===== src/rtl/button_if.sv =====
// Button conditioner bus: raw pad levels in, debounced level and press/release events out.
// The released signal exists only when BTN_RELEASE_EVT_EN is defined.
interface button_if #(
  parameter int WIDTH = 4
);
  logic [WIDTH-1:0] in;
  logic [WIDTH-1:0] level;
  logic [WIDTH-1:0] out;
`ifdef BTN_RELEASE_EVT_EN
  logic [WIDTH-1:0] released;

  modport master (output in, input level, input out, input released);
  modport slave  (input in, output level, output out, output released);
`else
  modport master (output in, input level, input out);
  modport slave  (input in, output level, output out);
`endif
endinterface


===== src/rtl/button_conditioner.sv =====
// Synchronises, debounces and edge-detects push-buttons on one shared sample tick.
// Optional release pulses are enabled by defining BTN_RELEASE_EVT_EN.
module button_conditioner #(
  parameter int WIDTH            = 4,
  parameter int SAMPLE_COUNT_MAX = 25000,
  parameter int PULSE_COUNT_MAX  = 200,
  parameter int SYNC_STAGES      = 2
) (
  input  logic     clk,
  input  logic     rst_n,
  button_if.slave  bus
);

  localparam int SC_W  = $clog2(SAMPLE_COUNT_MAX) + 1;
  localparam int CNT_W = $clog2(PULSE_COUNT_MAX) + 1;
  localparam logic [SC_W-1:0]  SC_LAST  = SC_W'(SAMPLE_COUNT_MAX - 1);
  localparam logic [CNT_W-1:0] CNT_FULL = CNT_W'(PULSE_COUNT_MAX);

  logic [WIDTH-1:0] r_sync [SYNC_STAGES];
  logic [SC_W-1:0]  r_sc;
  logic [WIDTH-1:0] r_level_d;
  logic [WIDTH-1:0] w_s;
  logic [WIDTH-1:0] w_level;
  logic             w_tick;

  // NOTE: the sync array is reset too, so no stale pad level can qualify after reset.
  always_ff @(posedge clk or negedge rst_n) begin
    if (!rst_n) begin
      for (int k = 0; k < SYNC_STAGES; k++) r_sync[k] <= '0;
    end else begin
      r_sync[0] <= bus.in;
      for (int k = 1; k < SYNC_STAGES; k++) r_sync[k] <= r_sync[k-1];
    end
  end

  assign w_s    = r_sync[SYNC_STAGES-1];
  assign w_tick = (r_sc == SC_LAST);

  // NOTE: non-blocking assignments keep every flop sampling pre-edge values.
  always_ff @(posedge clk or negedge rst_n) begin
    if (!rst_n)      r_sc <= '0;
    else if (w_tick) r_sc <= '0;
    else             r_sc <= r_sc + SC_W'(1);
  end

  for (genvar i = 0; i < WIDTH; i++) begin : g_bit
    logic [CNT_W-1:0] r_cnt;

    // Any low sample restarts the count; a full count saturates while held.
    always_ff @(posedge clk or negedge rst_n) begin
      if (!rst_n) begin
        r_cnt <= '0;
      end else if (w_tick) begin
        if (!w_s[i])                r_cnt <= '0;
        else if (r_cnt < CNT_FULL)  r_cnt <= r_cnt + CNT_W'(1);
      end
    end

    assign w_level[i] = (r_cnt == CNT_FULL);
  end

  always_ff @(posedge clk or negedge rst_n) begin
    if (!rst_n) r_level_d <= '0;
    else        r_level_d <= w_level;
  end

  assign bus.level = w_level;
  assign bus.out   = w_level & ~r_level_d;
`ifdef BTN_RELEASE_EVT_EN
  assign bus.released = ~w_level & r_level_d;
`endif

endmodule

===== src/flat_wrapper.sv =====
// flat-port wrapper written by rule: the top's interface ports become plain ports
module button_conditioner_flat 
#(
  parameter int WIDTH            = 4,
  parameter int SAMPLE_COUNT_MAX = 25000,
  parameter int PULSE_COUNT_MAX  = 200,
  parameter int SYNC_STAGES      = 2
)
  (clk, rst_n, bus_in, bus_level, bus_out);
  button_if #(.WIDTH(WIDTH)) bus_i ();
  input  logic clk;
  input  logic rst_n;
  input wire logic [$bits(bus_i.in)-1:0] bus_in;
  output wire logic [$bits(bus_i.level)-1:0] bus_level;
  output wire logic [$bits(bus_i.out)-1:0] bus_out;
  assign bus_i.in = bus_in;
  assign bus_level = bus_i.level;
  assign bus_out = bus_i.out;
  button_conditioner #(.WIDTH(WIDTH), .SAMPLE_COUNT_MAX(SAMPLE_COUNT_MAX), .PULSE_COUNT_MAX(PULSE_COUNT_MAX), .SYNC_STAGES(SYNC_STAGES)) u_core (.clk(clk), .rst_n(rst_n), .bus(bus_i));
endmodule

===== config.mk =====
export PLATFORM = sky130hd
export DESIGN_NAME = button_conditioner_flat
export DESIGN_NICKNAME = d
export VERILOG_FILES = /design/src/rtl/button_if.sv /design/src/rtl/button_conditioner.sv /design/src/flat_wrapper.sv
export SDC_FILE = /design/constraint.sdc
export NUM_CORES = 1
export LEC_CHECK = 0
export CAP_MARGIN = 5
export CORE_ASPECT_RATIO = 1.25
export CORE_MARGIN = 3
export CORE_UTILIZATION = 40
export CTS_CLUSTER_DIAMETER = 60
export CTS_CLUSTER_SIZE = 28
export DETAILED_ROUTE_END_ITERATION = 8
export HOLD_SLACK_MARGIN = 0.1
export PLACE_DENSITY = 0.54
export SKIP_LAST_GASP = 1
export SLEW_MARGIN = 15
export SYNTH_ARGS = -nofsm -noshare
export SYNTH_HDL_FRONTEND = slang
export SYNTH_SLANG_ARGS = --single-unit
export TNS_END_PERCENT = 30

===== constraint.sdc =====
create_clock -name clk -period 2.1 [get_ports clk]
set_clock_uncertainty 0.1 [all_clocks]
set_input_delay 0.42 -clock clk [delete_from_list [all_inputs] [get_ports clk]]
set_output_delay 0.42 -clock clk [all_outputs]
set_load 0.02 [all_outputs]

=== Word-level counts from Yosys, hierarchy flattened ===
Cells that the tools add are included.

* Shifts and indexed selects: 0
* Add/subtract/negate cells: 5
* Muxes and demuxes: 9
* Bitwise operators: 2
* Reduce and logical (&&, ||, !) cells: 4
* $mul: 0
* Equal/unequal tests: 9
* Divide/modulo/power cells: 0
* Magnitude comparators: 4

{| class="wikitable"
|+ Operator list
! kind !! count
|-
| $mux 9 || 8
|-
| $add 9x1->9 const B || 4
|-
| $eq 9x8->1 const B || 4
|-
| $lt 9x8->1 const B || 4
|-
| $add 16x1->16 const B || 1
|-
| $eq 16x15->1 const B || 1
|-
| $mux 16 || 1
|-
| $ne 2x2->1 const B || 4
|-
| $reduce_and 2->1 || 4
|-
| $and 4x4->4 || 1
|-
| $not 4->4 || 1
|}

* Output and inout bits: 8
* Input port bits: 6
* Memories kept: 0
* Logic and storage cells: 41
* Memory bits (writable): 0
* Memory bits (read-only): 0
* Latch bits: 0
* Register bits: 64

=== Depth between registers and ports, before layout ===
Gate-level depths: netlist of run 1.

* Depth in word-level cells: 3
* Mapped depth: 7
* Depth with buffers taken out: 5

=== Least setup slack after synthesis of run 1 ===
OpenSTA, ideal clock, no wires.

* Kind: register to output
* Start point: register u_core.g_bit[3].r_cnt[3]
* End point: output port bus_out[3]
* Data arrival time: 1932 ps
* Path slack: -352 ps
* Buffers on the path: 0
* Stages on the path, launching flop included: 5
* Data required time: 1580 ps
* Cells stage by stage: dfrtp_1 nor2b_1 nand3b_1 nor4_1 nor2b_1

* Longest elaborated chain between the ends: 2

{| class="wikitable"
|+ RTL lines
! what !! RTL line !! source
|-
| start: declaration || button_conditioner.sv:47 || <nowiki>logic [CNT_W-1:0] r_cnt;</nowiki>
|-
| start signal: assignment || button_conditioner.sv:55 || <nowiki>else if (r_cnt < CNT_FULL) r_cnt <= r_cnt + CNT_W'(1);</nowiki>
|-
| $eq 9x8->1 || button_conditioner.sv:59 || <nowiki>assign w_level[i] = (r_cnt == CNT_FULL);</nowiki>
|-
| net bus_level[3] || flat_wrapper.sv:14 || <nowiki>output wire logic [$bits(bus_i.level)-1:0] bus_level;</nowiki>
|-
| $and 4x4->4 || button_conditioner.sv:68 || <nowiki>assign bus.out = w_level & ~r_level_d;</nowiki>
|-
| end: declaration || flat_wrapper.sv:15 || <nowiki>output wire logic [$bits(bus_i.out)-1:0] bus_out;</nowiki>
|}

The timed path passes the listed nets, and every way through them passes these cells.

=== Final worst setup path of run 1 ===
* Start point: register u_core.g_bit[1].r_cnt[0]
* End point: output port bus_level[1]

* Longest elaborated chain between the ends: 1

{| class="wikitable"
|+ RTL lines
! what !! RTL line
|-
| start: declaration || button_conditioner.sv:47
|-
| start signal: assignment || button_conditioner.sv:55
|-
| $eq 9x8->1 || button_conditioner.sv:59
|-
| end: declaration || flat_wrapper.sv:14
|}

Every way passes these cells.

==> impl_metrics.ini, run 1 <==
[global_routing]
grt.total_usage_pct = 16.59
grt_pass1_vias = 2690
grt_max_degree = 53
antenna_found_initial = 0
grt_pass1_wl_um = 12120
gr-total-overflow = 0

[floorplanning]
die_area_um2 = 9197
coreArea_um2 = 7838
std_cell_rows = 36
start_util_pct = 41.22
ios = 14
die_w_um = 86.38
die_y_um = 106.5

[yosys]
syn_inst = 314
synth_edf_count = 0
synth_area_leaders = dfrtp_1, ha_1, nand2_1, o21ai_0, nand4_1
synthArstFlopShare_pct = 100.0
yosys_warnings = 0
syn_area_um2 = 3231
synth_top_flop_cell = dfrtp_1
avgSynthCellArea_um2 = 10.29
synth_top_area_share_pct = 49.57
synth-seq-cells = 64
synth_nets = 329
ys_seq_area_share_pct = 49.57
synth.largest_area_cell = dfrtp_1
post_synth_num_cell_types = 60

[finish]
final_common_cell = buf_4
multiInputGateArea_um2 = 1531
num_antenna_cells = 0
design_area_um2 = 4116
nFillCells = 740
synthToLayoutAreaGrowth_pct = 27.42
finalNonFillerCells = 491
layout_common_cells = buf_4, dfrtp_1, nand2_1
regArea_um2 = 1602
final_nets = 409
final_layout_size_suffix_gt1_share_pct = 27.53

[clocking]
cts_tree = yes
cts-root-buf = clkbuf_8
clock-sinks = 64
h-tree-depth = 3
cts.clk_slew.worst_paths_ns = 0.06
clk_latency_ns = 0.33
cts_buffer_depth = 2
cts_buffers = 9

[sta]
fin_crit_sh_pct = 99.96
maxSlewViolCount = 0
tightest_slew_ns = 0.5490
hold_slack_ns = 0.2476
slew_headroom_pct = 63.32
fmax_mhz = 476.4
report.final.hold_viol_count = 0
fin_crit_ns = 2.099
totalNegativeSetupSlack_ns = 0
fin_ws_ns = 0.0009097
setup_violations = 0
rsz0062_at_grt = true

[drt]
viasPerCell = 5.424
drt_iter0_markers = 97
drt-total-wl_um = 6919
antenna_left = 0
dr.pass1.iters = 4
route.detailed.drc = 0
routedWlPerCell_um = 14.09
vias = 2663

[setup_path]
critical_path_arrival_ns = 1.58
crit_fanout = 3
worst-setup-path-type = reg2out
worst_setup_path_end_kind = primary output
rr_endpoint = u_core.g_bit[2].r_cnt[5]
r2r_cells = 5
critPathMaxStageDelay_ns = 0.38
critical_path.startpoint = u_core.g_bit[1].r_cnt[0]
rrSetupSlack_ns = 0.15
crit_chain = inv_1 > ha_1 > nand3_1 > nor4_2 > buf_4 > clkdlybuf4s15_1
crit_required_ns = 1.58
reg2reg_from = u_core.g_bit[2].r_cnt[8]
start_kind = flip-flop
crit_slowest_cell = dfrtp_1

[power_and_ir_drop]
p_clk_share_pct = 40.7
leakagePower_nw = 1.869
p_seq_share_pct = 57.0
p_sw_w = 0.0004668
power.density_nw_per_um2 = 533.4
sw_frac_of_total_pct = 21.26
p_int_w = 0.001729
pwr-share-comb_pct = 2.2
ir_drop_mv = 0.3239

[min_path]
hp-start = u_core.r_sync[7]
hp-class = reg2reg
min_to = u_core.w_s[3]
hold_depth = 0

[place]
port_buffers = 13
dpl_worst_slack_ns = -0.1176
placed_area_um2 = 3851
hpwl_um = 4808
place_inst = 467
gp_congestion = 0.8024

[run_status]
status = finished clean

[run]
maxCapViolations = 0
-- metal layers --
layer / GRT usage (%) / up-vias / part of all wire, % / wire [um]
met4: 9.688 / 0 / 2.4 / 165
met1: 19.73 / 1292 / 45 / 3104
li1: - / 1325 / - / -
met5: 0 / - / 0 / 0
met3: 2.558 / 11 / 2.0 / 140
met2: 27.90 / 35 / 51 / 3508
-- cell usage after synthesis, drive strengths merged (2+ instances only) --
master	n
nor4	4
nor2b	8
o31ai	4
nand3b	6
a21oi	11
o211ai	3
a41oi	2
o311ai	4
inv	21
a221o	2
or3	3
and2	5
or4	6
dfrtp	64
a2bb2oi	2
nand3	13
buf	6
and4	3
nor2	10
xnor2	5
nor3	10
o22ai	2
and3	7
xor2	7
nand2	26
nand4	16
nand2b	3
clkbuf	4
a32o	3
o21ai	20
ha	9
a21boi	3
o221ai	3
-- what timing repair did --
item / 4_1_cts / 5_1_grt
setup buffers: 8 / 2
hold buffers: 1 / 0
hold endpoints to repair: 12 / 0
gates resized for setup: 39 / 6
pin swaps: 2 / 2
setup endpoints to repair: 8 / 7
-- power groups by stage --
stage          sequential [W]  clock (W)  combinational [W]
2_1_floorplan         0.00127          0          0.0000161
3_3_place_gp          0.00127          0          0.0000491
3_5_place_dp          0.00128          0          0.0000496
4_1_cts               0.00125   0.000941          0.0000512
5_1_grt               0.00125   0.000978          0.0000565
6_report              0.00125   0.000895          0.0000484
-- state kept, by name (all words and copies together) (netlist names) --
name and count:
u_core.g_bit.r_cnt 36, u_core.r_sc 16, u_core.r_level_d 4, u_core.r_sync 4, u_core.w_s 4
-- layout make-up --
cell class	instances	share of cell area [%]
Timing Repair Buffer	80	15.20
Multi-Input combinational cell	218	37.20
Inverter	21	1.915
Tap cell	95	2.888
Clock buffer	12	3.769
Clock inverter	1	0.1216
Sequential cell	64	38.91
-- how the worst max path moves through the flow --
stage	to	slack (ns)	cells past startpoint
after global placement	bus_out[1]	-0.10	7
final	bus_level[1]	0.0009	6
after floorplan	bus_out[1]	-0.23	5
after detailed placement	bus_out[1]	-0.12	7
after global routing	bus_out[1]	-0.15	7
after CTS	bus_out[3]	-0.07	6
-- logic make-up after synthesis --
group,Yosys count,share of synthesized area [%]
and+or+nand+nor,126,22.89
adders and majority gates,9,3.486
xor gates and xnor gates,12,3.253
DFF,64,49.57
AOI/OAI and AO/OA,69,15.57
muxes,2,0.6584
buffers and inverters,32,4.570
-- worst max-delay path: cells and delay by family (launching register included) --
family	cells	cell delay [ns]
fa+ha+maj	1	0.14
simple gates	2	0.22
buf+inv	3	0.52
flops	1	0.38
-- per-stage QoR --
stage	total power, W	util, %
2_1_floorplan	0.001283	-
3_3_place_gp	0.001324	49.14
3_5_place_dp	0.001325	49.14
4_1_cts	0.002244	52.00
5_1_grt	0.002287	52.52
6_report	0.002196	52.52
Note: power is estimated with default switching activity, not from simulation.
==> inputs of run 2 (changes only) <==
--- a/config.mk
+++ b/config.mk
@@ -8,12 +8,13 @@
 export CAP_MARGIN = 5
 export CORE_ASPECT_RATIO = 1.25
 export CORE_MARGIN = 3
-export CORE_UTILIZATION = 40
+export CORE_UTILIZATION = 60
 export CTS_CLUSTER_DIAMETER = 60
 export CTS_CLUSTER_SIZE = 28
 export DETAILED_ROUTE_END_ITERATION = 8
+export GPL_TIMING_DRIVEN = 1
 export HOLD_SLACK_MARGIN = 0.1
-export PLACE_DENSITY = 0.54
+export PLACE_DENSITY = 0.76
 export SKIP_LAST_GASP = 1
 export SLEW_MARGIN = 15
 export SYNTH_ARGS = -nofsm -noshare
==> impl_metrics.ini, run 2 (same netlist as run 1, synthesis figures left out) <==
[place]
gp_congestion = 0.8735
dpl_worst_slack_ns = -0.1450
hpwl_um = 4648
place_inst = 427
port_buffers = 13

[run]
maxCapViolations = 0

[setup_path]
reg2reg_from = u_core.r_sc[6]
crit_slowest_cell = dfrtp_1
crit_required_ns = 1.58
crit_fanout = 3
worst_setup_path_end_kind = primary output
rr_endpoint = u_core.g_bit[2].r_cnt[5]
start_kind = flip-flop
crit_cells = 7
critical_path_arrival_ns = 1.69
crit_chain = inv_2 > ha_4 > nand3_2 > nor4_2 > buf_4 > nor2b_4 > buf_6
critPathMaxStageDelay_ns = 0.40
worst-setup-path-type = reg2out
crit_family = simple AND/OR/NAND/NOR gates
cp_num_buf_inv = 3
r2r_cells = 5
rrSetupSlack_ns = 0.12

[sta]
slew_headroom_pct = 67.38
setup_violations = 6
fin_ws_ns = -0.1052
report.final.hold_viol_count = 0
fin_crit_sh_pct = 105.0
maxSlewViolCount = 0
hold_slack_ns = 0.2469
fin_crit_ns = 2.205
tightest_slew_ns = 0.4893
fmax_mhz = 453.5
rsz0062_at_grt = true

[global_routing]
antenna_found_initial = 0
grt_max_degree = 65
grt.total_usage_pct = 22.90
grt_pass1_wl_um = 11320
grt_pass1_vias = 2566
gr-total-overflow = 0

[clocking]
cts_buffer_depth = 2
clk_latency_ns = 0.34
cts-root-buf = clkbuf_8
clock-sinks = 64
cts.clk_slew.worst_paths_ns = 0.06
h-tree-depth = 3
cts_buffers = 9
cts_tree = yes

[drt]
drt-total-wl_um = 6784
vias = 2616
antenna_left = 0
viasPerCell = 5.879
drt_iter0_markers = 123
dr.pass1.iters = 4
routedWlPerCell_um = 15.24
route.detailed.drc = 0

[min_path]
hp-class = reg2reg
min_to = u_core.w_s[1]
hold_depth = 0
hp-start = u_core.r_sync[5]

[finish]
synthToLayoutAreaGrowth_pct = 23.39
finalNonFillerCells = 445
reg_top3 = u_core.g_bit.r_cnt x36, u_core.r_sc x16
regMostFlops = u_core.g_bit.r_cnt
nFillCells = 377
num_antenna_cells = 0
layout_common_cells = dfrtp_1, buf_4, nand2_1
final_layout_size_suffix_gt1_share_pct = 25.33
final_common_cell = dfrtp_1
final_nets = 395
largest_register_ffs = 36

[floorplanning]
coreArea_um2 = 5152
die_area_um2 = 6306
start_util_pct = 62.70
std_cell_rows = 29
ios = 14
die_y_um = 88.04
die_w_um = 71.63

[power_and_ir_drop]
power_w = 0.002182
power.density_nw_per_um2 = 547.5
ir_drop_mv = 0.4228
leakagePower_nw = 1.792

[run_status]
failed_checks = setup timing
status = complete, but fails checks
[run 2: cell types whose count changed in the layout (fill, tap and decap cells not counted), moves of 2 or more]
| cell | before | now |
|---|---|---|
| buf_4 | 67 | 52 |
| buf_2 | 4 | 2 |
| clkbuf_2 | 0 | 3 |
| clkbuf_1 | 1 | 3 |
[run 2: area by class of cell]
class / instances / area (um^2) / share of cell area (%)
flip-flops and latches: 64 / 1602 / 40.18
multi-input cells: 218 / 1546 / 38.79
repair buffers: 66 / 528.0 / 13.25
clock buffers: 13 / 148.9 / 3.735
inverters: 21 / 78.83 / 1.977
well taps: 62 / 77.57 / 1.946
clock inverters: 1 / 5.005 / 0.1255
[run 2: where the power goes]
| part | internal, W | switching, W |
|---|---|---|
| logic | 0.0000169 | 0.0000317 |
| clock network | 0.000447 | 0.000435 |
| registers | 0.00124 | 0.0000113 |
| total | 0.00170 | 0.000478 |
[run 2: how the worst max path moves through the flow]
stage / to / slack, ns / start
final: bus_out[1] / -0.11 / u_core.g_bit[1].r_cnt[1]
after global routing: bus_out[1] / -0.18 / u_core.g_bit[1].r_cnt[1]
after CTS: bus_out[2] / -0.11 / u_core.g_bit[2].r_cnt[0]
after detailed placement: bus_out[1] / -0.14 / u_core.g_bit[1].r_cnt[0]
after global placement: bus_out[1] / -0.1 / u_core.g_bit[1].r_cnt[0]
after floorplan: bus_out[1] / -0.23 / u_core.g_bit[1].r_cnt[0]
[run 2: per-layer routing]
layer	track usage, %	vias to the layer above	part of all wire (%)
met3	5.855	14	2.9
met5	0	-	0
met1	26.63	1282	41
met2	41.14	35	54
met4	7.350	0	2.0
li1	-	1285	-
[run 2: repair_timing]
item                       4_1_cts  5_1_grt
hold endpoints to repair        64        0
pin swaps                        0        5
setup buffers                    0        3
hold buffers                     1        0
setup endpoints to repair        8        9
gates resized for setup         24       23
[run 2: through the flow]
step	instance area (um^2)	setup TNS, ns	utilization, %
6_report	3986	-0.2432	77.37
3_3_place_gp	3770	-0.2713	73.17
4_1_cts	3934	-0.4318	76.35
2_1_floorplan	3243	-0.3106	-
5_1_grt	3986	-0.8375	77.37
3_5_place_dp	3770	-0.4694	73.17
